--- src/rtl/reset_seq_watchdog.sv ---
// -----------------------------------------------------------------------------
// reset_seq_watchdog
//
// Sequences NUM_RST staggered active-low reset releases from one active-high
// synchronous reset, then supervises the run: counts RUN cycles, ends the run
// on completion, on a global cycle timeout, or on a heartbeat stall. Terminal
// states are sticky until rst.
//
// Ports:
//   clk          single clock, all logic on posedge
//   rst          synchronous reset, active-high
//   heartbeat_i  progress pulse, clears the idle counter while running
//   done_i       completion request, honoured only while running
//   rst_n_o      per-channel active-low reset, registered
//   run_o        high while running
//   cycle_o      RUN cycle count, frozen on exit (exit edge included)
//   done_o       sticky completion flag
//   timeout_o    sticky timeout flag
//   stall_o      sticky stall flag
//   state_o      HOLD=0, RUN=1, DONE=2, TIMEOUT=3, STALL=4
// -----------------------------------------------------------------------------
module reset_seq_watchdog #(
   parameter int NUM_RST        = 3,
   parameter int RST_HOLD       = 10,
   parameter int RST_STAGGER    = 2,
   parameter int TIMEOUT_CYCLES = 20,
   parameter int IDLE_LIMIT     = 8,
   parameter int CNT_W          = 32
) (
   input  logic               clk,
   input  logic               rst,
   input  logic               heartbeat_i,
   input  logic               done_i,
   output logic [NUM_RST-1:0] rst_n_o,
   output logic               run_o,
   output logic [CNT_W-1:0]   cycle_o,
   output logic               done_o,
   output logic               timeout_o,
   output logic               stall_o,
   output logic [2:0]         state_o
);

   localparam logic [2:0] S_HOLD    = 3'd0;
   localparam logic [2:0] S_RUN     = 3'd1;
   localparam logic [2:0] S_DONE    = 3'd2;
   localparam logic [2:0] S_TIMEOUT = 3'd3;
   localparam logic [2:0] S_STALL   = 3'd4;

   // Sequence counter only has to reach the last channel's release point.
   localparam int SEQ_MAX = RST_HOLD + (NUM_RST - 1) * RST_STAGGER;
   localparam int SEQ_W   = (SEQ_MAX < 1) ? 1 : $clog2(SEQ_MAX + 1);

   if (NUM_RST < 1) begin : g_bad_num_rst
      $error("reset_seq_watchdog: NUM_RST must be >= 1");
   end
   if (RST_HOLD < 1) begin : g_bad_rst_hold
      $error("reset_seq_watchdog: RST_HOLD must be >= 1");
   end
   if (RST_STAGGER < 0 || IDLE_LIMIT < 0) begin : g_bad_negative
      $error("reset_seq_watchdog: RST_STAGGER and IDLE_LIMIT must be >= 0");
   end
   if (TIMEOUT_CYCLES < 1 ||
       (CNT_W < 63 && 64'(TIMEOUT_CYCLES) >= (64'd1 << CNT_W))) begin : g_bad_timeout
      $error("reset_seq_watchdog: TIMEOUT_CYCLES must be >= 1 and fit in CNT_W bits");
   end

   function automatic logic [SEQ_W-1:0] release_point(input int ch);
      return SEQ_W'(RST_HOLD + ch * RST_STAGGER);
   endfunction

   logic [NUM_RST-1:0] rst_n_q, rst_n_d;
   logic               run_q, run_d;
   logic [CNT_W-1:0]   cycle_q, cycle_d;
   logic [CNT_W-1:0]   idle_q, idle_d;
   logic [SEQ_W-1:0]   seq_q, seq_d;
   logic               done_q, done_d;
   logic               timeout_q, timeout_d;
   logic               stall_q, stall_d;
   logic [2:0]         state_q, state_d;

   always_comb begin
      rst_n_d   = rst_n_q;
      run_d     = run_q;
      cycle_d   = cycle_q;
      idle_d    = idle_q;
      seq_d     = seq_q;
      done_d    = done_q;
      timeout_d = timeout_q;
      stall_d   = stall_q;
      state_d   = state_q;

      case (state_q)
         S_HOLD: begin
            seq_d = seq_q + 1'b1;
            for (int i = 0; i < NUM_RST; i++) begin
               if (seq_d == release_point(i)) rst_n_d[i] = 1'b1;
            end
            // RUN starts on the same edge as the last channel release.
            if (seq_d == SEQ_W'(SEQ_MAX)) begin
               state_d = S_RUN;
               run_d   = 1'b1;
               cycle_d = '0;
               idle_d  = '0;
            end
         end
         S_RUN: begin
            cycle_d = cycle_q + 1'b1;
            idle_d  = heartbeat_i ? '0 : idle_q + 1'b1;
            // Exit priority: DONE > TIMEOUT > STALL; cycle_d is kept so the
            // frozen count includes the exit edge.
            if (done_i) begin
               state_d = S_DONE;
               run_d   = 1'b0;
               done_d  = 1'b1;
            end else if (cycle_d == CNT_W'(TIMEOUT_CYCLES)) begin
               state_d   = S_TIMEOUT;
               run_d     = 1'b0;
               timeout_d = 1'b1;
            end else if (IDLE_LIMIT != 0 && idle_d == CNT_W'(IDLE_LIMIT)) begin
               state_d = S_STALL;
               run_d   = 1'b0;
               stall_d = 1'b1;
            end
         end
         default: begin
            // Terminal states hold everything until rst.
         end
      endcase
   end

   always_ff @(posedge clk) begin
      if (rst) begin
         rst_n_q   <= '0;
         run_q     <= 1'b0;
         cycle_q   <= '0;
         idle_q    <= '0;
         seq_q     <= '0;
         done_q    <= 1'b0;
         timeout_q <= 1'b0;
         stall_q   <= 1'b0;
         state_q   <= S_HOLD;
      end else begin
         rst_n_q   <= rst_n_d;
         run_q     <= run_d;
         cycle_q   <= cycle_d;
         idle_q    <= idle_d;
         seq_q     <= seq_d;
         done_q    <= done_d;
         timeout_q <= timeout_d;
         stall_q   <= stall_d;
         state_q   <= state_d;
      end
   end

   assign rst_n_o   = rst_n_q;
   assign run_o     = run_q;
   assign cycle_o   = cycle_q;
   assign done_o    = done_q;
   assign timeout_o = timeout_q;
   assign stall_o   = stall_q;
   assign state_o   = state_q;

endmodule

--- config.mk ---
export PLATFORM = sky130hd
export DESIGN_NAME = reset_seq_watchdog
export DESIGN_NICKNAME = d
export VERILOG_FILES = /design/src/rtl/reset_seq_watchdog.sv
export SDC_FILE = /design/constraint.sdc
export NUM_CORES = 1
export LEC_CHECK = 0
export ABC_CLOCK_PERIOD_IN_PS = 8650
export CELL_PAD_IN_SITES_DETAIL_PLACEMENT = 1
export CELL_PAD_IN_SITES_GLOBAL_PLACEMENT = 2
export CORE_UTILIZATION = 23
export DETAILED_ROUTE_END_ITERATION = 8
export DONT_BUFFER_PORTS = 1
export PLACE_DENSITY_LB_ADDON = 0.1
export SETUP_SLACK_MARGIN = 0.3
export SYNTH_ARGS = -nofsm -noshare
export SYNTH_HDL_FRONTEND = slang
export SYNTH_SLANG_ARGS = --single-unit
--- constraint.sdc ---
create_clock -name clk -period 8.65 [get_ports clk]
set_input_delay 1.2975 -clock clk [delete_from_list [all_inputs] [get_ports clk]]
set_output_delay 1.2975 -clock clk [all_outputs]
set_load 0.1 [all_outputs]
# ---- Word level (Yosys, flattened, before mapping)
# Index checks and enable logic that the tools add are counted.
dict set report classes {
  reduce_logical 10
  eq_ne 8
  bitwise_logic 2
  muxes 14
  add_sub_neg 3
}
# cell n
set op_table {}
lappend op_table {{32-bit case mux with 2 select lines} 2}
lappend op_table {{32-bit by 1-bit adder with 32-bit output (second input constant)} 2}
lappend op_table {{32-bit 2-to-1 mux} 2}
lappend op_table {{32-bit by 4-bit equality test with 1-bit output (second input constant)} 1}
lappend op_table {{32-bit by 5-bit equality test with 1-bit output (second input constant)} 1}
lappend op_table {{4-bit equality test (second input constant)} 3}
lappend op_table {{3-bit 2-to-1 mux} 4}
lappend op_table {{2-bit AND reduction} 5}
lappend op_table {{3-bit case mux with 2 select lines} 1}
lappend op_table {{3-bit AND reduction} 2}
lappend op_table {{4-bit by 1-bit adder with 4-bit output (second input constant)} 1}
lappend op_table {{1-bit 2-to-1 mux} 4}
lappend op_table {{4-bit inequality test (second input constant)} 1}
lappend op_table {{4-bit AND reduction} 1}
lappend op_table {{3-bit by 1-bit equality test with 1-bit output (second input constant)} 1}
lappend op_table {{3-bit logical NOT} 1}
lappend op_table {{2-bit inequality test (second input constant)} 1}
lappend op_table {{1-bit NOT} 2}
lappend op_table {{1-bit case mux with 2 select lines} 1}
lappend op_table {{2-bit nonzero test} 1}
dict set report word_totals {
  elab_cells 48
  register_bits 78
  input_bits 4
  output_inout_bits 42
}

# ---- Longest topological paths before layout
# Gate-level depths: netlist of run 1.
dict set report depth {
  word_depth 7
  ltp_mapped 10
  depth_no_buf 9
}

# ---- Least setup slack after synthesis of run 1
# No wires, ideal clock.
dict set report synth_timing {
  path_type {reg-to-reg}
  from {register cycle_q[3] (netlist: cycle_o[3])}
  to {register stall_q (netlist: stall_o)}
  n_path_buf 2
  path_stages_with_launch 11
  arrival_time_ps 3529
  path_slack_ps 4993
  required_time_ps 8522
  setup_time_ps 128
  cell_sequence {dfxtp_1 -> clkbuf_2 -> and4_1 -> or2b_2 -> buf_4 -> nor4_1 -> xor2_1 -> or4_1 -> o41a_1 -> nand2b_1 -> o22ai_1}
}
dict set report synth_between {
  elab_chain_cells 4
}
# element line_no
set synth_lines {}
lappend synth_lines {{from (decl)} 73} ;# logic [CNT_W-1:0] cycle_q, cycle_d;
lappend synth_lines {{from (signal assigned)} 145} ;# cycle_q <= cycle_d;
lappend synth_lines {{32-bit by 1-bit adder with 32-bit output} 107} ;# cycle_d = cycle_q + 1'b1;
lappend synth_lines {{32-bit by 5-bit equality test with 1-bit output} 115} ;# end else if (cycle_d == CNT_W'(TIMEOUT_CYCLES)) begin
lappend synth_lines {{1-bit NOT (no line)} --}
lappend synth_lines {{4-bit AND reduction (no line)} --}
lappend synth_lines {{to (signal assigned)} 150} ;# stall_q <= stall_d;
lappend synth_lines {{to (decl)} 78} ;# logic stall_q, stall_d;
# No other way between the ends.
# A chain may end at the register's enable or synchronous reset.

# ---- Worst setup path in the final report of run 1
dict set report layout_timing {
  from {register cycle_q[6] (netlist: cycle_o[6])}
  to {register state_q[1] (netlist: state_o[1])}
}
dict set report layout_between {
  elab_chain_cells 5
}
# element line_no
set layout_lines {}
lappend layout_lines {{32-bit by 1-bit adder with 32-bit output *} 107}
lappend layout_lines {{32-bit by 5-bit equality test with 1-bit output *} 115}
lappend layout_lines {{3-bit 2-to-1 mux} 115}
lappend layout_lines {{3-bit 2-to-1 mux} 111} ;# if (done_i) begin
lappend layout_lines {{3-bit case mux with 2 select lines} 92} ;# case (state_q)
lappend layout_lines {{to (signal assigned)} 151} ;# state_q <= state_d;
lappend layout_lines {{to (decl)} 79} ;# logic [2:0] state_q, state_d;
# Mark *: on every way between the ends. The rest lies on a longest branch, timed or not.

==> results of run 1 <==
==> critical path: cells and delay by family (launching register included) <==
kind            cells  cell delay, ns
simple gates        5            2.03
xor+xnor            1            0.12
flops               1            1.07
compound gates      2            0.57
==> flip-flops by register name (all words and copies together) (netlist names) <==
signal / cells
run_o: 1
cycle_o: 32
stall_o: 1
rst_n_o: 3
idle_q: 32
state_o: 3
done_o: 1
timeout_o: 1
seq_q: 4
==> path summary, 6_finish.rpt <==
path	cells after the start	start	endpoint	slack [ns]
max	8	cycle_o[6]	state_o[1]	4.82
max reg2reg	8	cycle_o[6]	state_o[1]	4.82
min reg2reg	2	idle_q[13]	idle_q[13]	0.52
min	2	idle_q[13]	idle_q[13]	0.52
==> metal layers <==
layer  wire [um]  GRT usage, %  share of wire [%]  vias up
met3         572          3.61                3.3        9
li1            -             -                  -     2429
met4         138          3.72               0.79        0
met5           0             0                  0        -
met2        8000          26.7                 46       58
met1        8780          22.3                 50     2456
==> metrics by stage <==
stage | hold slack (ns) | worst slack [ns] | utilization (%) | cells
after global routing | 0.534 | 4.62 | 26.6 | 939
after floorplan | 0.473 | 4.99 | - | 665
after detailed placement | 0.500 | 4.84 | 25.0 | 923
after CTS | 0.511 | 4.82 | 26.6 | 939
final | 0.516 | 4.82 | 26.6 | 939
after global placement | 0.491 | 4.92 | 25.0 | 923
==> layout make-up <==
cell class | instances | area share [%]
Tap cell | 275 | 6.11
Timing Repair Buffer | 30 | 4.00
Sequential cell | 78 | 27.7
Clock inverter | 5 | 1.89
Clock buffer | 11 | 4.31
Inverter | 12 | 0.800
Multi-Input combinational cell | 528 | 55.2
==> synthesized netlist by cell type, types with 2 or more instances <==
library cell	instances	area, sq um
a211oi_1	5	37.5
a21oi_1	60	300
a22oi_1	8	60.1
a311oi_1	8	70.1
a31oi_1	12	75.1
and2_1	4	25.0
and2_2	2	15.0
and3_1	13	81.3
and4_1	5	43.8
buf_2	9	45.0
buf_4	2	15.0
clkbuf_1	26	97.6
clkbuf_2	2	10.0
clkbuf_8	7	96.3
dfxtp_1	78	1560
ha_1	6	75.1
inv_1	12	45.0
mux2i_1	5	50.1
nand2_1	50	188
nand2b_1	4	25.0
nand3_1	26	130
nand3_2	3	30.0
nand3b_1	12	90.1
nand4_1	16	100
nand4b_1	2	17.5
nor2_1	94	353
nor3_1	23	115
nor4_1	28	175
o211ai_1	4	30.0
o21ai_0	51	255
o21ba_1	2	20.0
o22ai_1	3	18.8
o31ai_1	2	15.0
o41a_1	2	22.5
or2_2	3	18.8
or3_1	8	50.1
or4_1	7	52.6
or4_4	2	22.5
xnor2_1	23	201
xor2_1	12	105
==> power by group through the flow <==
stage	logic [mW]	registers (mW)	clock network, mW
6_report	0.00652	0.363	0.460
5_1_grt	0.00746	0.363	0.491
4_1_cts	0.00669	0.363	0.477
3_5_place_dp	0.00655	0.371	0
3_3_place_gp	0.00623	0.371	0
2_1_floorplan	0.0113	0.370	0
==> placed cells by master, fill, tap and decap left out, types with 13 or more instances in the layout <==
| cell | count |
|---|---|
| o21ai_0 | 51 |
| nor3_1 | 23 |
| nor4_1 | 28 |
| dfxtp_1 | 78 |
| a21oi_1 | 60 |
| buf_4 | 30 |
| nand3_1 | 26 |
| and3_1 | 13 |
| nand2_1 | 49 |
| nand4_1 | 16 |
| xnor2_1 | 23 |
| nor2_1 | 93 |
==> cell families (layout without fill, tap and decap cells) <==
family	after synthesis	after routing	share of synthesized area (%)
buffers and inverters	59	58	6.43
adders and majority gates	6	6	1.51
AOI/OAI and AO/OA	167	167	20.1
xor gates and xnor gates	35	35	6.15
muxes	5	5	1.00
and+or+nand+nor	315	315	33.5
DFF	78	78	31.3
==> results.sh, run 1 <==
export IMPL_status="finished, final reports clean"
export IMPL_synth_edf_count=0
export IMPL_hold_path_class="flop to flop"
export IMPL_period_needed_ns=3.83
export IMPL_arrival_ns=4.12
export IMPL_power_total_mw=0.829
export IMPL_grt_overflow_total=0
export IMPL_worst_setup_path_type="flop to flop"
export IMPL_finalCritPeriodShare_pct=44.3
export IMPL_port_buffers=0
export IMPL_synth_distinct_cells=64
export IMPL_area_delta_synth_final_pct=13.0
export IMPL_hold_violations=0
export IMPL_vdd_drop_max_mv=0.0743
export IMPL_syn_instance_count=665
export IMPL_p_switching_mw=0.175
export IMPL_cp_start_kind="flop"
export IMPL_track_usage_pct=16.5
export IMPL_drtAntennaViolNets=0
export IMPL_cts_buffers=9
export IMPL_multiInputGateArea_sq_um=3110
export IMPL_rsz0062_at_grt="no"
export IMPL_fillCellCount=2553
export IMPL_post_cts_buffers=0
export IMPL_drc_errors=0
export IMPL_antenna_cells=0
export IMPL_cts_tree="built"
export IMPL_maxCapViolCount=0
export IMPL_antenna_found_initial=0
export IMPL_dieArea_sq_um=22300
export IMPL_ioPinCount=46
export IMPL_max_stage_delay_ns=1.07
export IMPL_path_cells="nand3_2, or2b_2, nor4_1, xor2_1, or4_1, o41a_1, nor2_2, o21ba_1"
export IMPL_cts_resized=0
export IMPL_fmax_mhz=261
export IMPL_skew_ns=0.00612
export IMPL_post_route_cell_area_sq_um=5630
export IMPL_rows=53
export IMPL_firstDrtPassIters=4
export IMPL_p_sw_share_pct=21.1
export IMPL_seq_area_frac_synth_pct=31.3
export IMPL_relSlewSlack_pct=23.5
export IMPL_nNetsFinal=669
export IMPL_vias_per_cell=5.27
export IMPL_path_clk_slew_ns=0.07
export IMPL_yosys_warnings=0
export IMPL_end_kind="flop"
export IMPL_die_y_um=149
export IMPL_syn_area_per_cell_sq_um=7.50
export IMPL_grt_pass1_wl_um=28700
export IMPL_power_leakage_nw=1.82
export IMPL_die_width_um=149
export IMPL_synth_ff_type="dfxtp_1"
export IMPL_pwr_share_seq_pct=43.8
export IMPL_slew_violations=0
export IMPL_routabilityCongestion=0.748
export IMPL_clockBufferDepth=2
export IMPL_async_flop_share_pct=0
export IMPL_fin_tns_setup_ns=0
export IMPL_cpMaxStageDelayCell="dfxtp_1"
export IMPL_grt_pass1_vias=5071
export IMPL_syn_cell_area_sq_um=4980
export IMPL_wl_per_cell_um=18.6
export IMPL_start_util_pct=23.6
export IMPL_syn_nets=675
export IMPL_cp_required_ns=8.94
export IMPL_setup_viol=0
export IMPL_wirelength_um=17500
export IMPL_grt_max_degree=80
export IMPL_cp_max_fo=9
export IMPL_drive_gt1_share_pct=10.5
export IMPL_cts_sinks=78
export IMPL_core_sq_um=21200
export IMPL_hpwl_um=12000
export IMPL_insertion_delay_ns=0.35
export IMPL_root_buffer="clkbuf_16"
export IMPL_h_tree_depth=3
export IMPL_cts_hold_buf=0
export IMPL_power_frac_clock_pct=55.5
export IMPL_drtIter0Drc=264
export IMPL_vias=4952
export IMPL_seq_area_sq_um=1560
export IMPL_worst_pin_slew_ns=1.15
export IMPL_place_area_sq_um=5280
export IMPL_comb_power_share_pct=0.8
export IMPL_synth_seq_cells=78
export IMPL_power_density_nw_per_um2=147
export IMPL_p_int_mw=0.654
Note: power is estimated with default switching activity, not from simulation.
==> inputs of run 2 (changes only) <==
ABC_CLOCK_PERIOD_IN_PS = 3400   (was 8650)
clock period = 3.4 ns   (was 8.65 ns; I/O delays follow)
==> run 2 against run 1 <==
Setup slack lost 4.4 ns; count of clock-buffer cells in the layout unchanged; non-clock buffer count is 31 higher; total power up 140%; register-to-register slack got worse by 4.4 ns; cell area is 5.4% higher; clock power is 120% higher; final cell count increased by 3.3%; sequential power rose to 2.5 times the previous value; utilization increased by 1.4 points; via count grew 3.3%; sequential cell count stayed put; largest power group unchanged; highest routed layer unchanged.
==> results.sh, run 2 (synthesis gave the netlist of run 1 again) <==
export IMPL_status="finished, final reports clean"
export IMPL_track_usage_pct=16.9
export IMPL_arrival_ns=3.20
export IMPL_fin_tns_setup_ns=0
export IMPL_grt_pass1_vias=5291
export IMPL_cp_start_kind="flop"
export IMPL_wirelength_um=18100
export IMPL_post_route_util_pct=28.1
export IMPL_drtIter0Drc=221
export IMPL_path_clk_slew_ns=0.06
export IMPL_nNetsFinal=700
export IMPL_port_buffers=0
export IMPL_worst_setup_path_type="flop to flop"
export IMPL_h_tree_depth=3
export IMPL_start_util_pct=23.6
export IMPL_root_buffer="clkbuf_16"
export IMPL_antenna_cells=0
export IMPL_cp_required_ns=3.64
export IMPL_fmax_mhz=338
export IMPL_maxCapViolCount=0
export IMPL_setup_viol=0
export IMPL_dieArea_sq_um=22300
export IMPL_relSlewSlack_pct=32.9
export IMPL_die_y_um=149
export IMPL_ioPinCount=46
export IMPL_finalCritPeriodShare_pct=87.1
export IMPL_cp_max_fo=8
export IMPL_firstDrtPassIters=4
export IMPL_insertion_delay_ns=0.35
export IMPL_drtAntennaViolNets=0
export IMPL_hold_violations=0
export IMPL_drc_errors=0
export IMPL_cts_tree="built"
export IMPL_setup_ws_ns=0.440
export IMPL_cts_buffers=9
export IMPL_layout_commonest_cell="nor2_1"
export IMPL_most_common_layout_cells="93 x nor2_1, 61 x buf_4, 60 x a21oi_1"
export IMPL_vias=5113
export IMPL_vias_per_cell=5.27
export IMPL_pre_cts_ws_ns=0.341
export IMPL_period_needed_ns=2.96
export IMPL_routabilityCongestion=0.758
export IMPL_hold_ws_ns=0.229
export IMPL_grt_max_degree=80
export IMPL_clockBufferDepth=2
export IMPL_vdd_drop_max_mv=0.218
export IMPL_grt_overflow_total=0
export IMPL_die_width_um=149
export IMPL_power_density_nw_per_um2=329
export IMPL_antenna_found_initial=0
export IMPL_area_delta_synth_final_pct=19.1
export IMPL_drive_gt1_share_pct=19.9
export IMPL_rsz0062_at_grt="yes"
export IMPL_slew_violations=0
export IMPL_hpwl_um=12400
export IMPL_end_kind="flop"
export IMPL_rows=53
export IMPL_skew_ns=0.00817
export IMPL_grt_pass1_wl_um=29100
export IMPL_worst_pin_slew_ns=1.00
export IMPL_hold_path_class="input pin to flop"
export IMPL_cts_sinks=78
export IMPL_power_leakage_nw=1.98
export IMPL_core_sq_um=21200
export IMPL_wl_per_cell_um=18.7
## run 2: final cells by class
cell class | instances | area, sq um
clock buffer | 11 | 243
multi-input combinational | 528 | 3160
inverter | 12 | 45.0
fill | 2544 | 15200
timing repair buffer | 61 | 458
tap | 275 | 344
clock inverter | 5 | 58.8
sequential | 78 | 1630
## run 2: worst max-delay path: stages, from the launching register on
cell and delay [ns]:
dfxtp_1 0.45, nand3_4 0.15, or4_4 0.62, or4_4 0.60, a2111oi_2 0.37, a31o_1 0.14
a41o_1 0.21, nand2_1 0.12, o21ba_1 0.19
## run 2: timing repair
action,in CTS,in global routing
gates resized for setup,0,12
hold buffers,0,0
endpoints found under the hold margin,0,0
setup buffers,0,5
endpoints found under the setup margin,0,7
## run 2: metrics by stage
step                instances  power (mW)  cell area [sq um]
detailed placement        949       0.952               5540
global placement          949       0.951               5540
finish                    970        1.95               5930
CTS                       965        1.99               5850
floorplan                 665       0.963               5050
global route              970        2.04               5930
## run 2: metal layers
metal,global-route usage [%],share of wire (%),vias up
li1,-,-,2475
met1,22.9,49,2558
met2,27.0,46,62
met3,2.42,4.0,18
met4,6.17,1.5,0
met5,0,0,-
## run 2: path summary, 6_finish.rpt
kind                                 start    endpoint  slack (ns)  cells past startpoint
worst max register to register   idle_q[9]  state_o[0]        0.44                      8
worst min register to register  idle_q[13]  idle_q[13]        0.51                      2
worst min-delay path                   rst   idle_q[4]        0.23                      1
worst max-delay path             idle_q[9]  state_o[0]        0.44                      8
## run 2: power by group
group          switching [mW]  leakage (nW)  total, mW  internal (mW)
Combinational         0.00858          1.19     0.0165        0.00788
Sequential            0.00606         0.648      0.914          0.908
Clock                   0.429         0.142       1.02          0.590
Total                   0.443          1.98       1.95           1.51
==> inputs of run 3 (changes only) <==
CORE_UTILIZATION = 34   (was 23)
==> run 3 against run 2 <==
Total power fell by 1.4%; sequential share of layout area rose by 0.82 points; wire length fell by 9.3%.
==> results.sh, run 3 (synthesis gave the netlist of run 1 again) <==
export IMPL_wl_per_cell_um=18.9
export IMPL_power_frac_clock_pct=51.5
export IMPL_rsz0062_at_grt="no"
export IMPL_vias_per_cell=5.79
export IMPL_layout_commonest_cell="nor2_1"
export IMPL_insertion_delay_ns=0.35
export IMPL_antenna_found_initial=0
export IMPL_regToRegSetupSlack_ns=0.44
export IMPL_cts_sinks=78
export IMPL_hold_violations=0
export IMPL_track_usage_pct=22.6
export IMPL_place_area_sq_um=5400
export IMPL_cts_buffers=9
export IMPL_path_depth=8
export IMPL_antenna_cells=0
export IMPL_start_util_pct=35.4
export IMPL_fmax_mhz=338
export IMPL_worst_pin_slew_ns=1.00
export IMPL_vias=5034
export IMPL_r2r_start="idle_q[11]"
export IMPL_drc_errors=0
export IMPL_nNetsFinal=695
export IMPL_vdd_drop_max_mv=0.220
export IMPL_slew_violations=0
export IMPL_grt_pass1_wl_um=26400
export IMPL_end_kind="flop"
export IMPL_fin_tns_setup_ns=0
export IMPL_ioPinCount=46
export IMPL_drive_gt1_share_pct=19.2
export IMPL_p_sw_share_pct=20.8
export IMPL_routabilityCongestion=0.811
export IMPL_port_buffers=0
export IMPL_cts_tree="built"
export IMPL_fillCellCount=1730
export IMPL_cp_required_ns=3.64
export IMPL_hold_path_class="input pin to flop"
export IMPL_relSlewSlack_pct=33.3
export IMPL_skew_ns=0.00839
export IMPL_most_common_layout_cells="93 x nor2_1, 60 x a21oi_1, 55 x buf_4"
export IMPL_clockBufferDepth=2
export IMPL_drtAntennaViolNets=0
export IMPL_arrival_ns=3.20
export IMPL_multiInputGateArea_sq_um=3160
export IMPL_p_switching_mw=0.399
export IMPL_crit_family="simple AND/OR/NAND/NOR gates"
export IMPL_setup_viol=0
export IMPL_die_width_um=123
export IMPL_wirelength_um=16400
export IMPL_comb_power_share_pct=0.9
export IMPL_area_delta_synth_final_pct=15.8
export IMPL_cp_start_kind="flop"
export IMPL_firstDrtPassIters=4
export IMPL_path_clk_slew_ns=0.06
export IMPL_crit_start="idle_q[11]"
export IMPL_crit_end="state_o[0]"
export IMPL_cpMostUsedCell="or4_4"
export IMPL_finalCritPeriodShare_pct=87.0
export IMPL_post_route_cell_area_sq_um=5770
export IMPL_grt_max_degree=80
export IMPL_maxCapViolCount=0
export IMPL_grt_pass1_vias=4985
export IMPL_power_leakage_nw=1.96
export IMPL_hpwl_um=11400
export IMPL_timing_critical_path_buf_inv=0
export IMPL_period_needed_ns=2.96
export IMPL_rr_endpoint="state_o[0]"
export IMPL_worst_setup_path_type="flop to flop"
export IMPL_path_cells="nand4_1, or4_4, or4_4, a2111oi_2, a31o_1, a41o_1, nand2_1, o21ba_1"
export IMPL_status="finished, final reports clean"
export IMPL_r2r_cells=8
export IMPL_cpMaxStageDelayCell="or4_4"
export IMPL_power_density_nw_per_um2=333
export IMPL_grt_overflow_total=0
export IMPL_p_int_mw=1.52
export IMPL_pwr_share_seq_pct=47.6
export IMPL_core_sq_um=14100
export IMPL_cts_hold_buf=0
export IMPL_rows=43
export IMPL_dieArea_sq_um=15100
export IMPL_max_stage_delay_ns=0.62
export IMPL_drtIter0Drc=343
export IMPL_root_buffer="clkbuf_16"
export IMPL_h_tree_depth=3
export IMPL_die_y_um=123
export IMPL_seq_area_sq_um=1630
export IMPL_cp_max_fo=12
==> run 3: cell types whose count changed in the layout (fill, tap and decap cells not counted), moves of 2 or more <==
cell        change
clkinvlp_4      -2
dfxtp_2         +3
dfxtp_1         -3
buf_4           -6
nor4_1          -2
clkbuf_1        +2
==> run 3: layer usage <==
metal | track usage (%) | routed length, um | vias to the layer above
met4 | 7.23 | 204 | 0
li1 | - | - | 2472
met3 | 4.01 | 722 | 13
met1 | 31.6 | 8080 | 2471
met5 | 0 | 0 | -
met2 | 35.3 | 7440 | 78
==> run 3: through the flow <==
stage / utilization (%) / power, mW / hold slack (ns) / instances / worst slack [ns]
floorplan: - / 0.963 / 0.473 / 665 / 0.331
global placement: 38.3 / 0.951 / 0.478 / 851 / 0.403
detailed placement: 38.3 / 0.952 / 0.499 / 851 / 0.276
CTS: 40.5 / 1.95 / 0.217 / 867 / 0.333
global route: 41.0 / 1.99 / 0.219 / 869 / 0.305
finish: 41.0 / 1.92 / 0.233 / 869 / 0.440
==> run 3: layout make-up <==
cell class,count,area share [%]
clock buffers,14,4.57
clock inverters,1,0.520
inverters,12,0.780
multi-input cells,528,54.8
flip-flops and latches,78,28.2
well taps,180,3.90
repair buffers,56,7.22
==> run 3: how the worst min path moves through the flow <==
stage,cells past startpoint,slack [ns],from,to
3_3_place_gp,2,0.48,idle_q[13],idle_q[13]
6_report,1,0.23,rst,cycle_o[23]
4_1_cts,1,0.22,rst,cycle_o[20]
3_5_place_dp,2,0.50,idle_q[13],idle_q[13]
2_1_floorplan,2,0.47,idle_q[13],idle_q[13]
5_1_grt,1,0.22,rst,cycle_o[24]
==> run 3: power groups by stage <==
| stage | clock network, mW | registers (mW) | logic (mW) |
|---|---|---|---|
| 2_1_floorplan | 0 | 0.934 | 0.0289 |
| 3_3_place_gp | 0 | 0.935 | 0.0159 |
| 3_5_place_dp | 0 | 0.935 | 0.0171 |
| 4_1_cts | 1.02 | 0.915 | 0.0170 |
| 5_1_grt | 1.06 | 0.915 | 0.0191 |
| 6_report | 0.990 | 0.915 | 0.0166 |
==> run 3: repair_timing <==
action,CTS,global route
pin swaps,0,0
setup buffers,1,2
resized for setup,2,14
setup endpoints to repair,4,6
